File: src/rtl/platform_collision.sv
// platform_collision: per-frame landing detector for the doodle against 8 platforms.
// On a new-frame edge it snapshots the doodle and platform coordinates. It then
// scans one platform per cycle and reports the landing target in a final cycle.
// Optional feature macro: PLATFORM_COLLISION_NEAREST_EN. When it is defined,
// the highest qualifying platform (smallest Y) wins, and ties go to the lower index.
// When it is undefined, the first qualifying platform in scan order wins.
module platform_collision #(
    parameter int PLAT_W   = 60,
    parameter int DOODLE_W = 40,
    parameter int DOODLE_H = 40,
    parameter int LAND_TOL = 6,
    parameter int N_PLAT   = 8
) (
    input  logic       Clk,
    input  logic       Reset,
    input  logic [1:0] frame_clk_edge,
    input  logic       enable,
    input  logic [9:0] Doodle_X,
    input  logic [9:0] Doodle_Y,
    input  logic [9:0] Doodle_Y_motion,
    input  logic [9:0] Platform_X_in [0:N_PLAT-1],
    input  logic [9:0] Platform_Y_in [0:N_PLAT-1],
    output logic       land,
    output logic [2:0] land_idx,
    output logic [9:0] land_y,
    output logic       busy,
    output logic       overrun
);

    typedef enum logic [1:0] {
        S_IDLE,
        S_SCAN,
        S_REPORT
    } state_t;

    // Geometry constants widened to 11 bits so that sums near the screen edge cannot wrap.
    localparam logic [10:0] PW11  = 11'(PLAT_W);
    localparam logic [10:0] DW11  = 11'(DOODLE_W);
    localparam logic [10:0] DH11  = 11'(DOODLE_H);
    localparam logic [10:0] TOL11 = 11'(LAND_TOL);
    localparam logic [9:0]  DH10  = 10'(DOODLE_H);
    localparam logic [2:0]  LAST  = 3'(N_PLAT - 1);

    state_t      state_q, state_d;
    logic [2:0]  idx_q, idx_d;
    logic        hit_q, hit_d;
    logic [2:0]  hit_idx_q, hit_idx_d;
    logic [9:0]  hit_py_q, hit_py_d;
    logic        land_q, land_d;
    logic [2:0]  land_idx_q, land_idx_d;
    logic [9:0]  land_y_q, land_y_d;
    logic        capture;

    // Frozen copy of this frame's coordinates, taken as the FSM leaves IDLE.
    logic [9:0]  dx_q, dy_q, dm_q;
    logic [9:0]  px_q [0:N_PLAT-1];
    logic [9:0]  py_q [0:N_PLAT-1];

    logic        new_frame;
    logic [9:0]  cur_px, cur_py;
    logic [10:0] feet;
    logic        falling, h_ovl, v_win, qualify, take;

    assign new_frame = (frame_clk_edge == 2'b01);

    assign cur_px  = px_q[idx_q];
    assign cur_py  = py_q[idx_q];
    assign feet    = {1'b0, dy_q} + DH11;
    assign falling = !dm_q[9] && (dm_q != 10'd0);
    assign h_ovl   = (({1'b0, dx_q} + DW11) > {1'b0, cur_px}) &&
                     ({1'b0, dx_q} < ({1'b0, cur_px} + PW11));
    assign v_win   = ({1'b0, cur_py} <= feet) && (feet <= ({1'b0, cur_py} + TOL11));
    assign qualify = falling && h_ovl && v_win;

`ifdef PLATFORM_COLLISION_NEAREST_EN
    // A strictly smaller Y replaces the current winner, so an equal Y keeps the lower index.
    assign take = qualify && (!hit_q || (cur_py < hit_py_q));
`else
    // The first qualifying platform is kept, and later hits never overwrite it.
    assign take = qualify && !hit_q;
`endif

    // State register.
    always_ff @(posedge Clk or posedge Reset) begin
        // NOTE: sequential state uses non-blocking assignments so that every flop samples pre-edge values.
        if (Reset) state_q <= S_IDLE;
        else       state_q <= state_d;
    end

    // Next-state, scan bookkeeping and report values.
    always_comb begin
        // NOTE: every target gets a default first, so that no path can infer a latch.
        state_d    = state_q;
        idx_d      = idx_q;
        hit_d      = hit_q;
        hit_idx_d  = hit_idx_q;
        hit_py_d   = hit_py_q;
        land_d     = 1'b0;
        land_idx_d = land_idx_q;
        land_y_d   = land_y_q;
        capture    = 1'b0;

        case (state_q)
            S_IDLE: begin
                if (new_frame && enable) begin
                    state_d = S_SCAN;
                    idx_d   = 3'd0;
                    hit_d   = 1'b0;
                    capture = 1'b1;
                end
            end
            S_SCAN: begin
                if (!enable) begin
                    state_d = S_IDLE;
                end else begin
                    if (take) begin
                        hit_d     = 1'b1;
                        hit_idx_d = idx_q;
                        hit_py_d  = cur_py;
                    end
                    idx_d = idx_q + 3'd1;
                    if (idx_q == LAST) begin
                        state_d = S_REPORT;
                        // Report values are registered here so that they appear exactly in the REPORT cycle.
                        if (hit_d) begin
                            land_d     = 1'b1;
                            land_idx_d = hit_idx_d;
                            land_y_d   = (hit_py_d >= DH10) ? (hit_py_d - DH10) : 10'd0;
                        end
                    end
                end
            end
            S_REPORT: begin
                state_d = S_IDLE;
            end
            default: begin
                state_d = S_IDLE;
            end
        endcase
    end

    // Snapshot of the doodle and platform coordinates.
    always_ff @(posedge Clk or posedge Reset) begin
        if (Reset) begin
            dx_q <= '0;
            dy_q <= '0;
            dm_q <= '0;
            // NOTE: these arrays are reset on purpose so that a scan never sees stale data after reset.
            for (int i = 0; i < N_PLAT; i++) begin
                px_q[i] <= '0;
                py_q[i] <= '0;
            end
        end else if (capture) begin
            dx_q <= Doodle_X;
            dy_q <= Doodle_Y;
            dm_q <= Doodle_Y_motion;
            for (int i = 0; i < N_PLAT; i++) begin
                px_q[i] <= Platform_X_in[i];
                py_q[i] <= Platform_Y_in[i];
            end
        end
    end

    // Scan index, hit tracking and reported landing results.
    always_ff @(posedge Clk or posedge Reset) begin
        if (Reset) begin
            idx_q      <= '0;
            hit_q      <= 1'b0;
            hit_idx_q  <= '0;
            hit_py_q   <= '0;
            land_q     <= 1'b0;
            land_idx_q <= '0;
            land_y_q   <= '0;
        end else begin
            idx_q      <= idx_d;
            hit_q      <= hit_d;
            hit_idx_q  <= hit_idx_d;
            hit_py_q   <= hit_py_d;
            land_q     <= land_d;
            land_idx_q <= land_idx_d;
            land_y_q   <= land_y_d;
        end
    end

    assign land     = land_q;
    assign land_idx = land_idx_q;
    assign land_y   = land_y_q;
    assign busy     = (state_q != S_IDLE);
    assign overrun  = busy && new_frame;

endmodule
File: config.mk
export PLATFORM = sky130hd
export DESIGN_NAME = platform_collision
export DESIGN_NICKNAME = d
export VERILOG_FILES = /design/src/rtl/platform_collision.sv
export SDC_FILE = /design/constraint.sdc
export NUM_CORES = 1
export LEC_CHECK = 0
export ABC_AREA = 1
export ABC_CLOCK_PERIOD_IN_PS = 7810
export CORE_ASPECT_RATIO = 0.8
export CORE_MARGIN = 4
export CORE_UTILIZATION = 48
export CTS_CLUSTER_DIAMETER = 200
export DETAILED_ROUTE_END_ITERATION = 7
export PLACE_DENSITY = 0.79
export REMOVE_ABC_BUFFERS = 1
export SYNTH_ARGS = -nofsm -noshare
export SYNTH_HDL_FRONTEND = slang
export SYNTH_SLANG_ARGS = --single-unit
File: constraint.sdc
create_clock -name Clk -period 7.81 [get_ports Clk]
set_input_delay 1.562 -clock Clk [delete_from_list [all_inputs] [get_ports Clk]]
set_output_delay 1.562 -clock Clk [all_outputs]
set_load 0.005 [all_outputs]
Yosys cells after proc, flatten, opt, wreduce, memory -nomap -nowiden. Index checks and enable logic that the tools add are counted.

Reductions and logical operators: 18. Bitwise operators: 1. Equal/unequal tests: 6. $lt $le $gt $ge: 6. Add/sub/neg operators: 6. Mux-type cells: 30.

Operators with widths (count): 10-bit 2-to-1 mux (8); 10-bit binary-select mux with 3-bit select (2); 10-bit by 6-bit adder with 11-bit output, second input constant (3); 10-bit by 3-bit adder with 11-bit output, second input constant (1); 11-bit by 10-bit > comparator with 1-bit output (1); 10-bit by 11-bit <= comparator with 1-bit output (1); 11-bit <= comparator (1); 10-bit by 11-bit less-than comparator with 1-bit output (1); 1-bit 2-to-1 mux (11); 10-bit by 6-bit greater-or-equal comparator with 1-bit output, second input constant (1); 10-bit nonzero test (1); 10-bit by 6-bit subtractor with 10-bit output, second input constant (1); 3-bit 2-to-1 mux (3); 1-bit logical AND (8); 2-bit 2-to-1 mux (3); 3-bit one-hot mux with 2 select lines (1); 2-bit by 1-bit == test with 1-bit output, second input constant (2); 4-bit greater-or-equal comparator, second input constant (1); 2-bit != test, second input constant (2); 3-bit inverter with 4-bit output (1); 2-bit one-hot mux with 2 select lines (1); 2-bit AND reduction (2); 4-bit AND reduction (1); 2-bit nonzero test (2); 7 further kinds (8).

Output and inout bits: 16. Bits in registers: 223. Word-level logic and storage cells: 94.

Longest topological paths before layout. Gate-level depths: netlist of the first run.

Depth in word-level cells: 17. Gate-level depth with buffers: 36.

Worst setup path before layout of the first run. Ideal clock, no wire load.

Path kind: reg2reg. Start: reg idx_q[2]. End: reg land_y_q[7] (netlist: land_y[7]). Setup slack: 3473 ps. Buffers on the path: 3. Arrival time: 4272 ps. Cell stages (with the launch flop): 31. Setup time: 65 ps. Clock period less this slack: 4337 ps. Path through: dfrtp_1 inv_1 buf_2 buf_1 clkbuf_1 nand2_1 o21ai_1 inv_1 ha_1 nand3b_1 nor2_1 nand2_1 nor3_1 xnor2_1 ha_1 nand2_1 nor2_1 nand4_1 nand2_1 inv_1 nor2_1 nand4_1 nand2_2 inv_1 ha_1 inv_1 nand2_1 nand2_1 xor2_1 nand2_1 nand2_1.

Cells in the longest elaborated chain, start to end: 15. Elaborated cells on any way between the ends: 29. Those cells by class: 3 x add/sub; 5 x order compare; 1 x eq/ne; 13 x mux; 1 x bitwise; 6 x reduce/logical.

RTL lines: start: declaration (RTL line 45) `logic [2:0] idx_q, idx_d;`; start signal: assignment (RTL line 175) `idx_q <= idx_d;`; 3-bit inverter with 4-bit output (implied by the code) (RTL line 66, 67); 10-bit binary-select mux with 3-bit select (RTL line 66) `assign cur_px = px_q[idx_q];`; 10-bit 2-to-1 mux (implied by the code) (2 in series) (RTL line 66); 10-bit by 6-bit adder with 11-bit output (RTL line 71) `({1'b0, dx_q} < ({1'b0, cur_px} + PW11));`; 10-bit by 11-bit less-than comparator with 1-bit output (RTL line 71); 1-bit logical AND (RTL line 70) `assign h_ovl = (({1'b0, dx_q} + DW11) > {1'b0, cur_px}) &&`; 1-bit logical AND (2 in series) (RTL line 73) `assign qualify = falling && h_ovl && v_win;`; 1-bit logical AND (RTL line 80) `assign take = qualify && !hit_q;`; 10-bit 2-to-1 mux (RTL line 116) `if (take) begin`; 10-bit 2-to-1 mux (RTL line 113) `if (!enable) begin`; 10-bit 2-to-1 mux (RTL line 103) `case (state_q)`; 10-bit by 6-bit subtractor with 10-bit output or 10-bit by 6-bit greater-or-equal comparator with 1-bit output (tied branches) (RTL line 128) `land_y_d = (hit_py_d >= DH10) ? (hit_py_d - DH10) : 10'd0;`; 10-bit 2-to-1 mux (RTL line 128); end signal: assignment (RTL line 181) `land_y_q <= land_y_d;`; end: declaration (RTL line 51) `logic [9:0] land_y_q, land_y_d;`.

Parallel ways exist; a longest one is shown, timed or not. The select of a mux whose other input is x is not followed. A chain may end at the register's enable or synchronous reset.

Worst setup path after layout of the first run.
Start: reg idx_q[0]. End: reg land_y_q[7] (netlist: land_y[7]).

The elaborated chain is that of the path after synthesis.

==> flow_summary.ini, run 1 <==
[critical_path]
cp.arrival_ns = 5.80
crit_path_max_incr_delay_ns = 0.64
start_kind = register
required_ns = 8.25
rrSetupSlack_ns = 2.45
crit_fanout = 69
cpMostUsedCell = nand2_1
path_class = reg -> reg
end_kind = register
cp_slowest_cell = dfrtp_4

[drt]
antenna_left = 0
drt-total-wl_um = 31100
dr.pass1.iters = 7
via_per_inst = 5.10
wire_per_inst_um = 15.2
drt_iter0_markers = 860
drc_errors = 0
num_vias = 10409

[cts]
cts_buffers = 24
clk_pin_slew_worst_paths_ns = 0.06
ctsResizeCount = 0
htree_levels = 1
cts_tree = yes
holdBufCountCts = 0
clock_latency_ns = 0.51
root_buffer = clkbuf_16
clock_sinks = 223
post_cts_buffers = 0
cts.path.max_buffers = 3

[global_routing]
grtUsageTotal = 0.225
grt_pass1_vias = 10097
grtUsageMet3 = 0.0376
grt_busiest_layer = met1
antenna_found_initial = 0
grt_pass1_wl_um = 50600
grt_overflow_total = 0
grt_start_max_net_pins = 100
globalRouteMet2Util = 0.337
use_met1 = 0.346

[die]
dieArea_um2 = 26900
fp.dieH_um = 148
core_area_um2 = 23600
pin_count = 211
fp-row-count = 50
initial_utilization = 0.494
die_w_um = 182

[timing]
worst_pin_slew_ns = 1.03
max_freq_mhz = 187
max-slew-margin-rel = 0.312
report.final.slew_viol_count = 0
finalCriticalPeriod_ns = 5.36
hold_violations = 0
period_share = 0.686
setup_viol = 0
fin_ws_ns = 2.45
grt_setup_unrepaired = false
skew_ns = 0.0148

[layout]
nets = 1950
layout_common_cells = nand2_1 (652), dfrtp_1 (221), clkdlybuf4s50_1 (210)
design_area_um2 = 14800
final_common_cell = nand2_1
area_growth_pct = 26.5
drive_above_1_share = 0.0475
fin_cells = 2040
final_util = 0.625

[placement]
pre_cts_ws_ns = 2.51
gp_congestion = 0.903
placed_cells = 1995
dpl-instance-area_um2 = 13900
dp_hpwl_um = 21600
port_buffers = 210

[run_status]
status = finished, final reports clean

[hold_path]
hold_class = reg -> reg

[synthesis]
yosysSeqAreaShare = 0.477
netlist_area_um2 = 11700
syn_area_per_cell_um2 = 7.59
yosys_warnings = 0
synth_cell_type_count = 36
synth.ff_latch_count = 223
synth_cells = 1540

[power]
totalPowerFinal_uw = 4690
leakagePower_uw = 0.00742
p_per_area_nw_per_um2 = 317
vdd_drop_max_uv = 168

[flow_run]
drv_cap = 0
## Yosys cell counts
cell,n,area (µm²)
nand3_2,4,40.0
a31oi_1,4,25.0
buf_4,3,22.5
nor2_1,79,297
xnor2_1,5,43.8
nor3_1,4,20.0
nor2_8,1,20.0
nand3_1,42,210
o21a_1,1,7.51
o21ai_1,8,40.0
buf_2,17,85.1
xor2_1,17,149
a21oi_1,22,110
nand4_1,12,75.1
nand2_1,652,2450
o211ai_1,8,60.1
nand2_4,2,22.5
o21ai_0,155,776
buf_6,6,67.6
clkinv_1,1,3.75
nand3b_1,3,22.5
a21o_1,2,15.0
nor4_1,1,6.26
nand2_2,8,50.1
ha_1,46,576
o22ai_1,19,119
inv_4,1,6.26
nor2_2,1,6.26
o21ai_4,1,16.3
nand4_4,1,21.3
buf_1,4,15.0
inv_2,4,15.0
inv_1,132,495
dfrtp_1,223,5580
clkbuf_1,47,176
nor2_4,4,45.0
## per-stage QoR
step	setup TNS, ns	hold slack (ns)
floorplan	-169.50	0.444
global placement	0	0.456
detailed placement	0	0.460
CTS	0	0.477
global route	0	0.493
finish	0	0.475
## report_power, final
group / internal [µW] / switching, µW / total, µW
Combinational: 725 / 1180 / 1910
Clock: 751 / 466 / 1220
Sequential: 1390 / 167 / 1560
## worst max-delay path: cells and delay by family, from the launching register on
kind / cells / cell delay, ns
buf+inv: 6 / 0.96
simple gates: 15 / 2.09
compound gates: 3 / 0.56
xor+xnor: 2 / 0.26
fa+ha+maj: 3 / 0.76
flops: 1 / 0.64
## per-layer routing
metal  vias up  wire length, µm
met5         -                0
met4         0              630
met3        44             2320
met2       391            13100
met1      4799            15000
li1       5175                -
## logic make-up (layout without fill, tap and decap cells)
| kind of cell | Yosys count | count (layout) | synth area share |
|---|---|---|---|
| other | 0 | 1 | 0 |
| adders and majority gates | 46 | 46 | 0.0492 |
| and+or+nand+nor | 814 | 814 | 0.281 |
| buffers and inverters | 215 | 402 | 0.0759 |
| xor gates and xnor gates | 22 | 22 | 0.0165 |
| AOI/OAI and AO/OA | 220 | 220 | 0.100 |
| DFF | 223 | 223 | 0.477 |
## state kept, by name (all words and copies together), names as in the netlist
signal,flops
hit_q,1
px_q,80
py_q,80
idx_q,3
dx_q,10
land_y,10
land_idx,3
dm_q,10
hit_py_q,10
hit_idx_q,3
land,1
state_q,2
dy_q,10
## cell type report
| class | instances | area (µm²) |
|---|---|---|
| timing repair buffer | 220 | 2180 |
| clock inverter | 8 | 121 |
| sequential | 223 | 5590 |
| multi-input combinational | 1102 | 5230 |
| tap | 312 | 390 |
| fill | 2026 | 8870 |
| clock buffer | 36 | 737 |
| inverter | 138 | 533 |
| antenna | 1 | 2.50 |
## path summary, 6_finish.rpt
path,cells after the start,start,to
max,29,idx_q[0]$_DFFE_PP0P_,land_y[7]$_DFFE_PP0P_
min,2,px_q[52]$_DFFE_PP0P_,px_q[52]$_DFFE_PP0P_
max reg2reg,29,idx_q[0]$_DFFE_PP0P_,land_y[7]$_DFFE_PP0P_
min reg2reg,2,px_q[52]$_DFFE_PP0P_,px_q[52]$_DFFE_PP0P_
max in group asynchronous,3,Reset,py_q[65]$_DFFE_PP0P_
min in group asynchronous,2,Reset,px_q[53]$_DFFE_PP0P_
Power figures use the tool's default switching activity.
==> run 2: changes to the inputs <==
--- a/config.mk
+++ b/config.mk
@@ -6,7 +6,7 @@
 export NUM_CORES = 1
 export LEC_CHECK = 0
 export ABC_AREA = 1
-export ABC_CLOCK_PERIOD_IN_PS = 7810
+export ABC_CLOCK_PERIOD_IN_PS = 4700
 export CORE_ASPECT_RATIO = 0.8
 export CORE_MARGIN = 4
 export CORE_UTILIZATION = 48
==> constraint.sdc (replaced) <==
create_clock -name Clk -period 4.7 [get_ports Clk]
set_input_delay 0.94 -clock Clk [delete_from_list [all_inputs] [get_ports Clk]]
set_output_delay 0.94 -clock Clk [all_outputs]
set_load 0.005 [all_outputs]
==> flow_summary.ini, run 2 (synthesized netlist as in run 1, its figures left out) <==
[run_status]
status = finished, final reports clean

[global_routing]
grt_start_max_net_pins = 114
globalRouteMet2Util = 0.345
grt_pass1_wl_um = 51600
use_met1 = 0.356
antenna_found_initial = 0
grt_pass1_vias = 10184
grtUsageTotal = 0.229
grtUsageMet3 = 0.0330
grt_busiest_layer = met1
grt_overflow_total = 0

[drt]
drt-total-wl_um = 32000
via_per_inst = 5.16
num_vias = 10603
dr.pass1.iters = 6
drc_errors = 0
wire_per_inst_um = 15.6
drt_iter0_markers = 961
antenna_left = 0

[die]
pin_count = 211
dieArea_um2 = 26900
core_area_um2 = 23600
fp-row-count = 50
initial_utilization = 0.494
fp.dieH_um = 148
die_w_um = 182

[cts]
htree_levels = 1
cts_tree = yes
clock_sinks = 223
cts_buffers = 24
root_buffer = clkbuf_16
clock_latency_ns = 0.51
cts.path.max_buffers = 3
clk_pin_slew_worst_paths_ns = 0.06

[critical_path]
required_ns = 5.14
crit_path_max_incr_delay_ns = 0.48
cp_slowest_cell = dfrtp_4
start_kind = register
crit_fanout = 30
reg2reg_from = idx_q[0]$_DFFE_PP0P_
reg2reg_to = land_y[7]$_DFFE_PP0P_
rr_worst_depth = 29
end_kind = register
path_class = reg -> reg
rrSetupSlack_ns = 0.30
cpMostUsedCell = nand2_1
cp.arrival_ns = 4.84

[timing]
period_share = 0.936
report.final.slew_viol_count = 0
hold_violations = 0
setup_viol = 0
worst_pin_slew_ns = 0.962
finalCriticalPeriod_ns = 4.40
skew_ns = 0.0112
max_freq_mhz = 227
max-slew-margin-rel = 0.359

[placement]
dp_hpwl_um = 22300
gp_congestion = 0.931
port_buffers = 210

[layout]
reg_top3 = px_q: 80 flops, py_q: 80 flops
final_common_cell = nand2_1
antennaDiodeCount = 0
final_util = 0.633
area_growth_pct = 28.2
nets = 1970
layout_common_cells = nand2_1 (649), dfrtp_1 (221), clkdlybuf4s50_1 (210)
drive_above_1_share = 0.0619

[power]
vdd_drop_max_uv = 249
totalPowerFinal_uw = 7850
leakagePower_uw = 0.00751
p_per_area_nw_per_um2 = 524

[hold_path]
min_to = py_q[19]$_DFFE_PP0P_
hold_class = reg -> reg
hold_path_depth = 2
hp-start = py_q[19]$_DFFE_PP0P_

[flow_run]
drv_cap = 0
==> run 2: report_power, final <==
part | leakage, µW | internal [µW] | switching (µW)
sequential | 0.00281 | 2320 | 239
combinational | 0.00431 | 1320 | 2110
clock | 0.000387 | 1130 | 739
total | 0.00751 | 4770 | 3080
==> run 2: layout make-up <==
type	instances	area [µm²]
inverter	138	539
fill	2037	8670
tap	312	390
multi-input combinational	1103	5280
clock buffer	38	744
clock inverter	3	40.0
sequential	223	5590
timing repair buffer	239	2400
==> run 2: how the worst max path moves through the flow <==
stage                         startpoint                    end  depth (start not counted)
CTS                 idx_q[0]$_DFFE_PP0P_  land_y[0]$_DFFE_PP0P_                         27
global route        idx_q[0]$_DFFE_PP0P_  land_y[7]$_DFFE_PP0P_                         29
finish              idx_q[0]$_DFFE_PP0P_  land_y[7]$_DFFE_PP0P_                         29
detailed placement  idx_q[0]$_DFFE_PP0P_  land_y[7]$_DFFE_PP0P_                         29
floorplan              frame_clk_edge[0]    dx_q[0]$_DFFE_PP0P_                          5
global placement    idx_q[0]$_DFFE_PP0P_  land_y[7]$_DFFE_PP0P_                         30
==> run 2: what timing repair did <==
item                       in CTS  in global routing
setup buffers                   0                  4
setup endpoints to repair       0                 17
hold buffers                    0                  0
gates resized for setup         0                 23
==> run 2: critical path, delay by kind of cell (launching register included) <==
kind / cells / cell delay [ns]
buffers and inverters: 6 / 0.53
AO/OA/AOI/OAI: 4 / 0.59
XOR/XNOR: 2 / 0.32
adder cells (fa/ha/maj): 3 / 0.70
AND/OR/NAND/NOR: 14 / 1.68
flip-flops: 1 / 0.48
==> run 2: stage by stage <==
| step | hold slack (ns) | std cells | setup WS [ns] | TNS [ns] | instance area [µm²] |
|---|---|---|---|---|---|
| after global routing | 0.490 | 2056 | -0.122 | -0.138 | 15000 |
| after detailed placement | 0.460 | 2009 | 0.0585 | 0 | 14100 |
| after floorplan | 0.444 | 1463 | -3.47 | -1177.00 | 11300 |
| after global placement | 0.456 | 2009 | 0.269 | 0 | 14100 |
| final | 0.474 | 2056 | 0.301 | 0 | 15000 |
| after CTS | 0.477 | 2050 | 0.0350 | 0 | 14800 |
==> run 2: layer usage <==
layer  wire length [µm]  share of wire
met5                  0              0
met4                668          0.021
met3               2360          0.074
met2              13700           0.43
met1              15200           0.48
==> run 3: changes to the inputs <==
--- a/config.mk
+++ b/config.mk
@@ -9,10 +9,12 @@
 export ABC_CLOCK_PERIOD_IN_PS = 4700
 export CORE_ASPECT_RATIO = 0.8
 export CORE_MARGIN = 4
-export CORE_UTILIZATION = 48
+export CORE_UTILIZATION = 50
+export CTS_BUF_LIST = sky130_fd_sc_hd__clkbuf_2
 export CTS_CLUSTER_DIAMETER = 200
 export DETAILED_ROUTE_END_ITERATION = 7
-export PLACE_DENSITY = 0.79
+export GPL_ROUTABILITY_DRIVEN = 0
+export PLACE_DENSITY = 0.82
 export REMOVE_ABC_BUFFERS = 1
 export SYNTH_ARGS = -nofsm -noshare
 export SYNTH_HDL_FRONTEND = slang
==> flow_summary.ini, run 3 (synthesized netlist as in run 1, its figures left out) <==
[global_routing]
grt_pass1_wl_um = 50000
grt_overflow_total = 0
grt_start_max_net_pins = 143
grt_pass1_vias = 10402
antenna_found_initial = 0
grtUsageTotal = 0.237

[layout]
final_util = 0.649
antennaDiodeCount = 0
design_area_um2 = 14800
reg_top3 = px_q: 80 flops, py_q: 80 flops
drive_above_1_share = 0.0853
layout_common_cells = nand2_1 (649), dfrtp_1 (221), clkdlybuf4s50_1 (210)
area_growth_pct = 26.3
final_common_cell = nand2_1
fillers = 1895
nets = 2001

[timing]
period_share = 0.932
max-slew-margin-rel = 0.427
max_freq_mhz = 228
report.final.slew_viol_count = 0
worst_pin_slew_ns = 0.860
finalCriticalPeriod_ns = 4.38
skew_ns = 0.0733
hold_violations = 0
fin_ws_ns = 0.320
setup_viol = 0

[drt]
highest_layer = met4
drc_errors = 0
dr.pass1.iters = 5
drt-met1-wl_um = 14800
via_per_inst = 5.14
drt-total-wl_um = 31900
num_vias = 10855
wl_met2_um = 13700
drt_iter0_markers = 958
wire_per_inst_um = 15.1
wl_met3_um = 2900
antenna_left = 0

[critical_path]
end_kind = register
required_ns = 5.43
reg2reg_to = land_y[7]$_DFFE_PP0P_
cp_slowest_cell = dfrtp_4
crit_fanout = 28
crit_path_max_incr_delay_ns = 0.58
rr_worst_depth = 28
cp.arrival_ns = 5.11
reg2reg_from = idx_q[0]$_DFFE_PP0P_
path_class = reg -> reg
rrSetupSlack_ns = 0.32
cpMostUsedCell = inv_1
start_kind = register

[cts]
cts_buffers = 54
clock_sinks = 223
clock_latency_ns = 0.84
htree_levels = 2
cts.path.max_buffers = 3
cts_tree = yes
root_buffer = clkbuf_2
clk_pin_slew_worst_paths_ns = 0.12

[placement]
port_buffers = 210
pre_cts_ws_ns = -0.0475
dp_hpwl_um = 21600
dpl-instance-area_um2 = 14000

[hold_path]
hold_class = reg -> reg
hp-start = px_q[70]$_DFFE_PP0P_
min_to = px_q[70]$_DFFE_PP0P_
hold_path_depth = 2

[die]
dieArea_um2 = 25900
fp.dieH_um = 145
die_w_um = 179
initial_utilization = 0.514
pin_count = 211
core_area_um2 = 22700
fp-row-count = 49

[power]
p_per_area_nw_per_um2 = 497
leakagePower_uw = 0.00752
totalPowerFinal_uw = 7330
vdd_drop_max_uv = 243

[run_status]
status = finished, final reports clean

[flow_run]
drv_cap = 0
[run 3: cell type report]
class                      count  area [µm²]  area share
timing repair buffer         240        2470       0.167
sequential                   223        5590       0.378
clock inverter                25        97.6     0.00661
inverter                     138         546      0.0370
clock buffer                  76         380      0.0258
tap                          306         383      0.0259
multi-input combinational   1103        5300       0.359
[run 3: power breakdown]
part | internal (µW) | switching [µW] | leakage (µW)
sequential | 2310 | 239 | 0.00281
clock | 441 | 795 | 0.000362
combinational | 1390 | 2150 | 0.00435
total | 4150 | 3180 | 0.00752
[run 3: through the flow]
stage	instances	setup TNS [ns]	hold slack, ns
floorplan	1463	-1177.00	0.444
global placement	1998	0	0.456
detailed placement	1998	-0.300	0.461
CTS	2099	0	0.488
global route	2111	-0.0712	0.507
finish	2111	0	0.487
[run 3: per-layer routing]
metal / track usage / vias to the layer above
met4: 0.0702 / 0
met2: 0.354 / 465
met1: 0.353 / 5010
li1: - / 5325
met3: 0.0462 / 55
met5: 0 / -
[run 3: what timing repair did]
action,4_1_cts,5_1_grt
resized for setup,2,25
buffers inserted,0,9
endpoints found under the setup margin,10,20
hold buffers,0,0
gates cloned,0,3
pin swaps,0,4
[run 3: worst max-delay path, delay by kind of cell, from the launching register on]
| family | cells | cell delay, ns |
|---|---|---|
| and+or+nand+nor | 13 | 1.48 |
| xor gates and xnor gates | 2 | 0.36 |
| AOI/OAI and AO/OA | 4 | 0.73 |
| adders and majority gates | 2 | 0.46 |
| DFF | 1 | 0.58 |
| buffers and inverters | 7 | 0.68 |
[run 3: worst max-delay path by stage]
| stage | startpoint | end | cells past startpoint |
|---|---|---|---|
| floorplan | frame_clk_edge[0] | dx_q[0]$_DFFE_PP0P_ | 5 |
| global placement | idx_q[0]$_DFFE_PP0P_ | land_y[0]$_DFFE_PP0P_ | 27 |
| detailed placement | idx_q[0]$_DFFE_PP0P_ | land_y[0]$_DFFE_PP0P_ | 26 |
| CTS | idx_q[0]$_DFFE_PP0P_ | land_y[7]$_DFFE_PP0P_ | 28 |
| global route | idx_q[0]$_DFFE_PP0P_ | land_y[7]$_DFFE_PP0P_ | 29 |
| finish | idx_q[0]$_DFFE_PP0P_ | land_y[7]$_DFFE_PP0P_ | 28 |
